$ cat config.mk
export PLATFORM = sky130hd
export DESIGN_NAME = algo_2rw_bank_arb
export DESIGN_NICKNAME = d
export VERILOG_FILES = /design/src/rtl/algo_2rw_arb_pkg.sv /design/src/rtl/algo_2rw_rd_pipe.sv /design/src/rtl/algo_2rw_bank_arb.sv
export SDC_FILE = /design/constraint.sdc
export NUM_CORES = 1
export LEC_CHECK = 0
export ABC_AREA = 1
export CORE_AREA = 2 2 438 440
export DETAILED_ROUTE_END_ITERATION = 8
export DIE_AREA = 0 0 440 442
export HOLD_SLACK_MARGIN = 0.15
export SETUP_SLACK_MARGIN = 0.5
export SKIP_LAST_GASP = 1
export SLEW_MARGIN = 0
export SYNTH_ARGS = -nofsm -noshare
export SYNTH_HDL_FRONTEND = slang
export SYNTH_SLANG_ARGS = --single-unit
$ cat constraint.sdc
create_clock -name clk -period 3.8 [get_ports clk]
set_input_delay 0.57 -clock clk [delete_from_list [all_inputs] [get_ports clk]]
set_output_delay 0.57 -clock clk [all_outputs]
set_load 0.01 [all_outputs]
$ cat src/rtl/algo_2rw_arb_pkg.sv
// Shared types and address helpers for the 2RW, 4-bank front-end arbiter.
package algo_2rw_arb_pkg;

    localparam int unsigned ArbWidth   = 64;
    localparam int unsigned ArbBitAddr = 11;
    localparam int unsigned ArbBitPbnk = 2;
    localparam int unsigned ArbBitSrow = ArbBitAddr - ArbBitPbnk;

    typedef enum logic {INIT, RUN} arb_state_e;

    typedef struct packed {
        logic [ArbBitSrow-1:0] row;
        logic [ArbBitPbnk-1:0] bank;
    } arb_loc_t;

    typedef struct packed {
        logic                  rd;
        logic                  wr;
        logic [ArbBitPbnk-1:0] bank;
        logic [ArbBitSrow-1:0] row;
        logic [ArbWidth-1:0]   data;
    } arb_req_t;

    // Low address bits select the bank so sequential addresses spread across banks.
    function automatic arb_loc_t split_addr(input logic [ArbBitAddr-1:0] addr);
        arb_loc_t loc;
        loc.bank = addr[ArbBitPbnk-1:0];
        loc.row  = addr[ArbBitAddr-1:ArbBitPbnk];
        return loc;
    endfunction

endpackage

$ cat src/rtl/algo_2rw_rd_pipe.sv
// Delay line carrying {valid, bank} of an issued read until its bank data is available.
module algo_2rw_rd_pipe #(
    parameter int unsigned Depth = 2,
    parameter int unsigned BankW = 2
) (
    input  logic             clk_i,
    input  logic             rst_ni,
    input  logic             vld_i,
    input  logic [BankW-1:0] bank_i,
    output logic             vld_o,
    output logic [BankW-1:0] bank_o
);

    logic [Depth-1:0]            vld_q;
    logic [Depth-1:0][BankW-1:0] bank_q;

    always_ff @(posedge clk_i or negedge rst_ni) begin
        if (!rst_ni) begin
            vld_q  <= '0;
            bank_q <= '0;
        end else begin
            vld_q[0]  <= vld_i;
            bank_q[0] <= bank_i;
            for (int k = 1; k < Depth; k++) begin
                vld_q[k]  <= vld_q[k-1];
                bank_q[k] <= bank_q[k-1];
            end
        end
    end

    assign vld_o  = vld_q[Depth-1];
    assign bank_o = bank_q[Depth-1];

endmodule

$ cat src/rtl/algo_2rw_bank_arb.sv
// Two-port RW scheduler for a 4-bank array: same-bank arbitration with a one-deep hold
// per port, zero fill of every bank after reset, and fixed-latency read return.
module algo_2rw_bank_arb
    import algo_2rw_arb_pkg::*;
#(
    parameter int unsigned WIDTH      = ArbWidth,
    parameter int unsigned BITADDR    = ArbBitAddr,
    parameter int unsigned NUMPBNK    = 4,
    parameter int unsigned BITPBNK    = ArbBitPbnk,
    parameter int unsigned NUMSROW    = 512,
    parameter int unsigned BITSROW    = ArbBitSrow,
    parameter int unsigned SRAM_DELAY = 1
) (
    input  logic                       clk,
    input  logic                       rst,
    output logic                       ready,
    input  logic [1:0]                 rw_read,
    input  logic [1:0]                 rw_write,
    input  logic [2*BITADDR-1:0]       rw_addr,
    input  logic [2*WIDTH-1:0]         rw_din,
    output logic [1:0]                 rw_rdy,
    output logic [1:0]                 rw_vld,
    output logic [2*WIDTH-1:0]         rw_dout,
    output logic [NUMPBNK-1:0]         t1_writeA,
    output logic [NUMPBNK*BITSROW-1:0] t1_addrA,
    output logic [NUMPBNK*WIDTH-1:0]   t1_dinA,
    output logic [NUMPBNK*WIDTH-1:0]   t1_bwA,
    output logic [NUMPBNK-1:0]         t1_readB,
    output logic [NUMPBNK*BITSROW-1:0] t1_addrB,
    input  logic [NUMPBNK*WIDTH-1:0]   t1_doutB
);

    localparam int unsigned PipeDepth = SRAM_DELAY + 1;

    arb_state_e         state_q, state_d;
    logic [BITSROW-1:0] cnt_q, cnt_d;
    logic               prio_q, prio_d;
    logic [1:0]         hold_vld_q, hold_vld_d;
    arb_req_t           hold_q [2];
    arb_req_t           hold_d [2];
    arb_req_t           new_req [2];
    arb_req_t           cand [2];
    arb_loc_t           loc [2];
    logic [1:0]         cand_vld, lose, issue, issue_rd;
    logic [1:0][BITPBNK-1:0] issue_bank;
    logic               conflict, win;

    logic [NUMPBNK-1:0]              wa_q, wa_d, rb_q, rb_d;
    logic [NUMPBNK-1:0][BITSROW-1:0] addra_q, addra_d, addrb_q, addrb_d;
    logic [NUMPBNK-1:0][WIDTH-1:0]   dina_q, dina_d, bwa_q, bwa_d;
    logic [NUMPBNK-1:0][WIDTH-1:0]   doutb;

    logic [1:0]              pipe_vld, vld_q;
    logic [1:0][BITPBNK-1:0] pipe_bank;
    logic [1:0][WIDTH-1:0]   dout_q;

    assign ready  = (state_q == RUN);
    assign rw_rdy = {2{ready}} & ~hold_vld_q;
    assign doutb  = t1_doutB;

    always_comb begin
        state_d = state_q;
        cnt_d   = cnt_q;
        if (state_q == INIT) begin
            cnt_d = cnt_q + BITSROW'(1);
            if (cnt_q == BITSROW'(NUMSROW - 1)) begin
                state_d = RUN;
            end
        end
    end

    always_comb begin
        for (int i = 0; i < 2; i++) begin
            loc[i]          = split_addr(rw_addr[i*BITADDR +: BITADDR]);
            new_req[i].rd   = rw_read[i] & ~rw_write[i];
            new_req[i].wr   = rw_write[i];
            new_req[i].bank = loc[i].bank;
            new_req[i].row  = loc[i].row;
            new_req[i].data = rw_din[i*WIDTH +: WIDTH];
            cand[i]         = hold_vld_q[i] ? hold_q[i] : new_req[i];
            cand_vld[i]     = hold_vld_q[i] | ((rw_read[i] | rw_write[i]) & rw_rdy[i]);
        end
        // A read and a write to one bank can share it: the write uses port A, the read port B.
        conflict = (&cand_vld) && (cand[0].bank == cand[1].bank) &&
                   ((cand[0].rd && cand[1].rd) || (cand[0].wr && cand[1].wr));
        win      = hold_vld_q[0] ? 1'b0 : (hold_vld_q[1] ? 1'b1 : prio_q);
        prio_d   = prio_q ^ (conflict & ~(|hold_vld_q));
        lose     = 2'b00;
        if (conflict) begin
            lose = win ? 2'b01 : 2'b10;
        end
        for (int i = 0; i < 2; i++) begin
            issue[i]      = cand_vld[i] & ~lose[i];
            issue_rd[i]   = issue[i] & cand[i].rd;
            issue_bank[i] = cand[i].bank;
            hold_vld_d[i] = lose[i];
            hold_d[i]     = lose[i] ? cand[i] : hold_q[i];
        end
    end

    always_comb begin
        wa_d    = '0;
        rb_d    = '0;
        bwa_d   = '0;
        addra_d = addra_q;
        dina_d  = dina_q;
        addrb_d = addrb_q;
        if (state_q == INIT) begin
            wa_d   = '1;
            bwa_d  = '1;
            dina_d = '0;
            for (int b = 0; b < NUMPBNK; b++) begin
                addra_d[b] = cnt_q;
            end
        end else begin
            for (int i = 0; i < 2; i++) begin
                if (issue[i]) begin
                    if (cand[i].wr) begin
                        wa_d[cand[i].bank]    = 1'b1;
                        bwa_d[cand[i].bank]   = '1;
                        addra_d[cand[i].bank] = cand[i].row;
                        dina_d[cand[i].bank]  = cand[i].data;
                    end else begin
                        rb_d[cand[i].bank]    = 1'b1;
                        addrb_d[cand[i].bank] = cand[i].row;
                    end
                end
            end
        end
    end

    always_ff @(posedge clk or negedge rst) begin
        if (!rst) begin
            state_q    <= INIT;
            cnt_q      <= '0;
            prio_q     <= 1'b0;
            hold_vld_q <= '0;
            for (int i = 0; i < 2; i++) begin
                hold_q[i] <= '0;
            end
        end else begin
            state_q    <= state_d;
            cnt_q      <= cnt_d;
            prio_q     <= prio_d;
            hold_vld_q <= hold_vld_d;
            for (int i = 0; i < 2; i++) begin
                hold_q[i] <= hold_d[i];
            end
        end
    end

    always_ff @(posedge clk or negedge rst) begin
        if (!rst) begin
            wa_q    <= '0;
            rb_q    <= '0;
            bwa_q   <= '0;
            addra_q <= '0;
            dina_q  <= '0;
            addrb_q <= '0;
        end else begin
            wa_q    <= wa_d;
            rb_q    <= rb_d;
            bwa_q   <= bwa_d;
            addra_q <= addra_d;
            dina_q  <= dina_d;
            addrb_q <= addrb_d;
        end
    end

    assign t1_writeA = wa_q;
    assign t1_addrA  = addra_q;
    assign t1_dinA   = dina_q;
    assign t1_bwA    = bwa_q;
    assign t1_readB  = rb_q;
    assign t1_addrB  = addrb_q;

    for (genvar g = 0; g < 2; g++) begin : g_rd_pipe
        algo_2rw_rd_pipe #(
            .Depth (PipeDepth),
            .BankW (BITPBNK)
        ) u_rd_pipe (
            .clk_i  (clk),
            .rst_ni (rst),
            .vld_i  (issue_rd[g]),
            .bank_i (issue_bank[g]),
            .vld_o  (pipe_vld[g]),
            .bank_o (pipe_bank[g])
        );
    end

    always_ff @(posedge clk or negedge rst) begin
        if (!rst) begin
            vld_q  <= '0;
            dout_q <= '0;
        end else begin
            vld_q <= pipe_vld;
            for (int i = 0; i < 2; i++) begin
                if (pipe_vld[i]) begin
                    dout_q[i] <= doutb[pipe_bank[i]];
                end
            end
        end
    end

    assign rw_vld  = vld_q;
    assign rw_dout = dout_q;

endmodule

==> results of run 1 <==
## cell type report
cell class	count	area (um^2)
Fill cell	20300	137000
Sequential cell	645	16200
Multi-Input combinational cell	3435	15900
Timing Repair Buffer	1263	12700
Tap cell	2511	3140
Clock buffer	116	2380
Inverter	420	1590
Clock inverter	38	637
Antenna cell	29	72.6
## report_power, final
group,total [mW],switching (mW),internal (mW)
combinational,1.69,0.958,0.733
clock,8.78,3.65,5.14
sequential,7.04,0.0967,6.94
## cells in the mapped netlist (3+ instances only)
cell type | number | area, um^2
nand2_1 | 1156 | 4340
o21ai_0 | 740 | 3700
dfrtp_1 | 645 | 16100
nor2_1 | 644 | 2420
inv_1 | 411 | 1540
buf_4 | 279 | 2090
a21oi_1 | 234 | 1170
clkbuf_1 | 212 | 796
nand3_1 | 175 | 876
a31oi_1 | 128 | 801
o211ai_1 | 128 | 961
buf_2 | 111 | 556
o21ai_1 | 71 | 355
or2_2 | 50 | 313
nand4_1 | 44 | 275
buf_1 | 27 | 101
mux2i_1 | 26 | 260
o21a_1 | 6 | 45.0
xor2_1 | 6 | 52.6
buf_6 | 5 | 56.3
nand2_2 | 5 | 31.3
clkinv_1 | 4 | 15.0
inv_2 | 4 | 15.0
nand4_2 | 3 | 37.5
nor2_2 | 3 | 18.8
nor3_1 | 3 | 15.0
## state kept, by name, indices dropped and copies added, names as in the netlist
register,cells
cnt_q,9
ready,1
t1_dinA,256
t1_readB,4
t1_addrA,36
g_rd_pipe.u_rd_pipe.bank_o,4
rw_dout,128
prio_q,1
g_rd_pipe.u_rd_pipe.bank_q,4
t1_addrB,36
hold_q,154
g_rd_pipe.u_rd_pipe.vld_q,4
t1_bwA,4
hold_vld_q,2
rw_vld,2
## what timing repair did
item                       in CTS  in global routing
resized for setup               1                  0
setup endpoints to repair       2                  0
hold buffers                    1                  0
hold endpoints to repair       37                  0
## cell families (layout without fill, tap and decap cells)
group / count (synthesis) / in the layout / share of synthesized area, %
AO/OA/AOI/OAI: 1310 / 1310 / 19.1
XOR/XNOR: 7 / 7 / 0.165
adder cells (fa/ha/maj): 2 / 2 / 0.0674
buffers and inverters: 1054 / 1837 / 14.0
flip-flops: 645 / 645 / 43.5
multiplexers: 26 / 26 / 0.701
other: 0 / 29 / 0
AND/OR/NAND/NOR: 2090 / 2090 / 22.6
## final timing paths
check | from | endpoint | slack (ns) | depth (start not counted)
min in group asynchronous | rst | hold_q[143] | 0.46 | 2
hold / removal | g_rd_pipe[1].u_rd_pipe.bank_q[0] | g_rd_pipe[1].u_rd_pipe.bank_o[0] | 0.35 | 0
setup reg to reg | hold_vld_q[1] | hold_q[101] | 0.72 | 10
max in group asynchronous | rst | t1_dinA[152] | 2.12 | 3
setup / recovery | t1_bwA[62] | t1_writeA[0] | 0.67 | 1
hold reg to reg | g_rd_pipe[1].u_rd_pipe.bank_q[0] | g_rd_pipe[1].u_rd_pipe.bank_o[0] | 0.35 | 0
## metal layers
layer | part of all wire, % | routed length, um | global-route usage, % | vias up
li1 | - | - | - | 17900
met1 | 40 | 81800 | 25.0 | 18900
met2 | 47 | 94900 | 32.4 | 1726
met3 | 7.7 | 15600 | 4.68 | 365
met4 | 5.0 | 10000 | 9.84 | 12
met5 | 0.034 | 69 | 0 | -
## cells in the final DEF, fill, tap and decap left out, types with 26 or more instances in the layout
cell type,instances
nand2_1,1155
clkdlybuf4s50_1,1135
o21ai_0,740
nor2_1,644
dfrtp_1,634
inv_1,410
a21oi_1,234
nand3_1,173
o211ai_1,128
a31oi_1,128
buf_4,93
clkbuf_16,84
o21ai_1,71
or2_2,50
nand4_1,44
buf_12,33
diode_2,29
mux2i_1,26
## stage by stage
step	hold slack [ns]	cells	worst slack, ns
6_report	0.347	8457	0.673
5_1_grt	0.360	8445	0.502
4_1_cts	0.345	8428	0.581
3_5_place_dp	0.336	8273	0.532
3_3_place_gp	0.333	8273	0.542
2_1_floorplan	0.274	5134	1.64
==> metrics.csv, run 1 <==
stage,metric,value,unit
synthesis,number of enable flip-flop cells after synthesis,0,
cells_and_area,fin util,27.8,%
sta,Worst-Margin Slew,1.34,ns
worst_setup_path,Max stage delay on crit path,1.02,ns
detailed_routing,post-route ant nets,0,
floorplan,Row Count,160,
worst_setup_path,Worst Path Buf+Inv,1,
worst_setup_path,startpoint types,register,
sta,relative slew slack,10.9,%
cells_and_area,synthesis-to-layout area growth,41.7,%
grt,GR Overflow Total,0,
worst_setup_path,Critical Path AT,2.56,ns
clock_network,CTS tree,yes,
detailed_routing,WL final,202000,um
clock_network,CTS Sinks,645,
worst_setup_path,critical-path cell list,clkdlybuf4s50_1,
grt,first-pass GRT wire length,283000,um
detailed_routing,DRT iter0 DRCs,3741,
synthesis,sequential share of the synthesized area,43.5,%
synthesis,synthesized cell area,0.0371,mm^2
floorplan,die footprint,0.194,mm^2
placement,sum of net half-perimeters after detailed placement,152000,um
sta,final hold viol count,0,
worst_setup_path,CP top delay family,flip-flops,
clock_network,clock slew at reported path FFs,0.06,ns
status,status,"complete, no violations",
synthesis,syn_area_per_cell,7.24,um^2
cells_and_area,fin nets,6263,
grt,initial antenna violation count,82,
sta,RSZ-0062 raised after global routing,no,
clock_network,# Post-CTS Setup Buffers,0,
synthesis,Yosys Warn Count,0,
worst_setup_path,Slowest cell on crit path,dfrtp_2,
floorplan,Die X,440,um
power_and_ir_drop,Power Density,333,mW/mm^2
grt,vias in the first global route,36000,
detailed_routing,mean routed wirelength per cell,23.9,um
synthesis,Synth Net Count,5548,
worst_setup_path,Setup CP Type,register to primary output,
grt,largest net degree at the start of global routing,238,
grt,GRT Overall Usage,20.1,%
placement,port bufs,1136,
floorplan,Initial Util,19.6,%
sta,fin crit period,3.13,ns
synthesis,Async SR Flop Fraction,100,%
synthesis,Post-Synthesis Cells,5134,
sta,final period utilization,82.3,%
clock_network,worst skew pair latency,0.75,ns
cells_and_area,final instance area,0.0526,mm^2
clock_network,deepest clock path buffer count,3,
detailed_routing,via count,38900,
power_and_ir_drop,P_leak,23.4,nW
detailed_routing,post-DR vias/cell,4.60,
clock_network,root buf cell,clkbuf_16,
sta,FMAX,320,MHz
floorplan,core area,0.190,mm^2
detailed_routing,DRC Markers,0,
clock_network,TritonCTS Buffers,84,
floorplan,die height,442,um
sta,Final Setup Violations,0,
placement,Post-DP Area,0.0495,mm^2
floorplan,# IOs,1137,
sta,Max Slew Vio Count,0,
worst_setup_path,CP endpoint kind,primary output,
synthesis,synthesized flop and latch total,645,
sta,Final Skew,0.0713,ns
clock_network,H-Tree Depth,3,
synthesis,ys flop type,dfrtp_1,
run,Max-cap violations,0,
cells_and_area,layout cells sized above 1,6.02,%
min_path,Tightest Hold Check Type,register to register,
power_and_ir_drop,Pwr Total,17.5,mW
worst_setup_path,Max Fanout on Critical Path,65,
synthesis,Yosys cell types,37,
sta,setup TNS,0,ns
detailed_routing,drt first pass iters,6,
worst_setup_path,CP Data Required Time,3.23,ns
placement,global placement routability congestion,0.930,
power_and_ir_drop,Max IR drop VDD,0.000340,V
Power figures use the tool's default switching activity.
==> run 2, diff against run 1 <==
- clock period: 3.8 -> 2.5 ns (I/O delays scaled with it)
==> run 2 against run 1 <==
The run now ends with negative setup slack left. Final cell count rose by 4.6%. Critical path depth rose by 14. Non-clock buffer count rose by 365. Sequential cell count did not move. Register-to-register slack got worse by 0.75 ns. Via count rose by 7.5%. Die area did not move. Count of clock-buffer cells in the layout rose by 7. Clock power rose by 48%. Critical endpoint is now t1_dinA[65]. Largest cell class is now buffers. Largest power group unchanged. Highest routed layer unchanged.
==> metrics.csv, run 2 (synthesis gave the netlist of run 1 again) <==
stage,metric,value,unit,change
status,status,finished with violations,,
status,failing checks,negative setup slack,,
worst_setup_path,RR Startpoint,hold_vld_q[0],,
detailed_routing,drt first pass iters,7,,+1
sta,relative slew slack,34.1,%,+23 points
cells_and_area,layout cells sized above 1,14.9,%,+8.9 points
clock_network,clock slew at reported path FFs,0.06,ns,about the same
detailed_routing,post-route ant nets,0,,unchanged
cells_and_area,"leading cell type in the layout, fill and taps excluded",nand2_1,,
floorplan,Die X,440,um,unchanged
placement,global placement routability congestion,0.978,,+5.1%
cells_and_area,final instance area,0.0584,mm^2,+11%
cells_and_area,synthesis-to-layout area growth,57.2,%,
worst_setup_path,startpoint types,register,,
placement,sum of net half-perimeters after detailed placement,179000,um,+18%
worst_setup_path,Critical Path AT,3.17,ns,+0.61 ns
power_and_ir_drop,Max IR drop VDD,0.000485,V,+43%
grt,initial antenna violation count,124,,+51%
floorplan,core area,0.190,mm^2,unchanged
sta,final hold viol count,0,,unchanged
cells_and_area,fin nets,6634,,+5.9%
worst_setup_path,Setup crit start,hold_vld_q[0],,
min_path,Tightest Hold Check Type,primary input to async pin,,
grt,largest net degree at the start of global routing,141,,-41%
sta,Worst-Margin Slew,0.978,ns,-0.358 ns
worst_setup_path,Max Fanout on Critical Path,11,,-83%
power_and_ir_drop,Power Density,455,mW/mm^2,+37%
clock_network,worst skew pair latency,0.76,ns,about the same
floorplan,# IOs,1137,,unchanged
clock_network,root buf cell,clkbuf_16,,
sta,Final Setup Violations,11,,+11
floorplan,die height,442,um,unchanged
worst_setup_path,CP Data Required Time,3.14,ns,-0.09 ns
run,Max-cap violations,0,,unchanged
clock_network,CTS tree,yes,,
detailed_routing,DRC Markers,0,,unchanged
grt,first-pass GRT wire length,316000,um,+11%
detailed_routing,DRT iter0 DRCs,4700,,+26%
detailed_routing,mean routed wirelength per cell,28.4,um,+19%
clock_network,TritonCTS Buffers,87,,+3.6%
placement,port bufs,1136,,unchanged
cells_and_area,max reg flops,256,,unchanged
sta,fin crit period,2.53,ns,
clock_network,CTS Sinks,645,,unchanged
sta,Final Skew,0.0551,ns,-0.0162 ns
grt,vias in the first global route,37500,,+4.2%
floorplan,Row Count,160,,unchanged
cells_and_area,Layout fillers,20000,,-1.7%
worst_setup_path,Setup CP Type,register to register,,
detailed_routing,WL final,251000,um,+24%
placement,Post-DP Area,0.0514,mm^2,+3.8%
detailed_routing,post-DR vias/cell,4.73,,+2.7%
detailed_routing,via count,41800,,+7.5%
sta,Max Slew Vio Count,0,,unchanged
floorplan,die footprint,0.194,mm^2,unchanged
cells_and_area,most frequent cells in the layout,"nand2_1 (1,103), clkdlybuf4s50_1 (975), o21ai_0 (688), dfrtp_1 (632), nor2_1 (628)",,
sta,final period utilization,101,%,
clock_network,deepest clock path buffer count,3,,unchanged
clock_network,H-Tree Depth,3,,unchanged
cells_and_area,fin util,30.8,%,+3.0 points
worst_setup_path,CP endpoint kind,register,,
sta,RSZ-0062 raised after global routing,yes,,
power_and_ir_drop,P_leak,26.2,nW,+12%
grt,GRT Overall Usage,23.1,%,+3.0 points
grt,GR Overflow Total,0,,unchanged
sta,worst setup margin,-0.0257,ns,-0.698 ns
sta,FMAX,396,MHz,
floorplan,Initial Util,19.6,%,unchanged
==> run 2: changes by cell type in the layout (fill, tap and decap cells not counted), sizes merged <==
cell / change
dlygate4sd2: +69
clkdlybuf4s15: +11
clkdlybuf4s50: -160
clkinv: -9
bufinv: -5
diode: +24
clkbuf: +58
bufbuf: +1
buf: +393
clkinvlp: +11
==> run 2: what timing repair did <==
action / 4_1_cts / 5_1_grt
gates resized for setup: 474 / 307
gates cloned: 14 / 68
endpoints found under the hold margin: 386 / 0
pin swaps: 5 / 69
setup endpoints to repair: 1202 / 1208
buffers inserted: 42 / 54
hold buffers: 1 / 0
==> run 2: path summary, 6_finish.rpt <==
path	endpoint	slack [ns]	cells past startpoint
max reg2reg	t1_dinA[65]	-0.03	15
max in group asynchronous	t1_bwA[190]	1.29	4
max	t1_dinA[65]	-0.03	15
min reg2reg	g_rd_pipe[0].u_rd_pipe.bank_o[0]	0.35	0
min in group clk	g_rd_pipe[1].u_rd_pipe.bank_q[1]	0.28	3
min	t1_dinA[19]	0.22	2
==> run 2: metrics by stage <==
stage / cells / hold slack [ns] / power, mW / setup slack [ns] / setup TNS (ns)
CTS: 8675 / 0.170 / 26.8 / 0.0590 / 0
finish: 8850 / 0.217 / 26.6 / -0.0257 / -0.0959
global placement: 8463 / 0.336 / 13.7 / -0.328 / -73.73
detailed placement: 8463 / 0.340 / 13.7 / -0.335 / -84.39
global route: 8841 / 0.177 / 27.5 / -0.124 / -9.74
floorplan: 5134 / 0.0794 / 11.7 / 0.477 / 0
==> run 2: where the power goes <==
part / internal (mW) / switching [mW] / leakage, nW
combinational: 1.26 / 1.61 / 16.8
clock: 7.45 / 5.59 / 1.39
sequential: 10.6 / 0.129 / 8.07
==> run 2: worst max-delay path, stage by stage, from the launching register on <==
cell and delay (ns):
dfrtp_4 0.50, inv_8 0.06, buf_4 0.13, nand2_1 0.08, nand2_2 0.08, nand2_2 0.08
nand2_2 0.06, nor2_4 0.13, nand4_1 0.15, buf_6 0.17, nand4_1 0.12, buf_12 0.17
buf_16 0.19, buf_16 0.18, o21ai_0 0.09, nor2_1 0.17
==> run 2: per-layer routing <==
metal,share of wire [%],vias up,wire length [um],global-route usage (%)
li1,-,18700,-,-
met1,39,20500,98500,28.4
met2,46,2167,116000,35.9
met3,7.8,494,19500,5.28
met4,6.7,8,16800,15.1
met5,0.023,-,57,0
==> run 2: final cells by class <==
cell class                 count  area (um^2)  area share, %
timing repair buffer        1628        17900           30.6
multi-input combinational   3435        16500           28.2
sequential                   645        16200           27.7
tap                         2511         3140           5.38
clock buffer                 123         2460           4.22
inverter                     420         1640           2.81
clock inverter                32          443          0.759
antenna                       53          133          0.227
timing repair inverter         3         31.3         0.0536
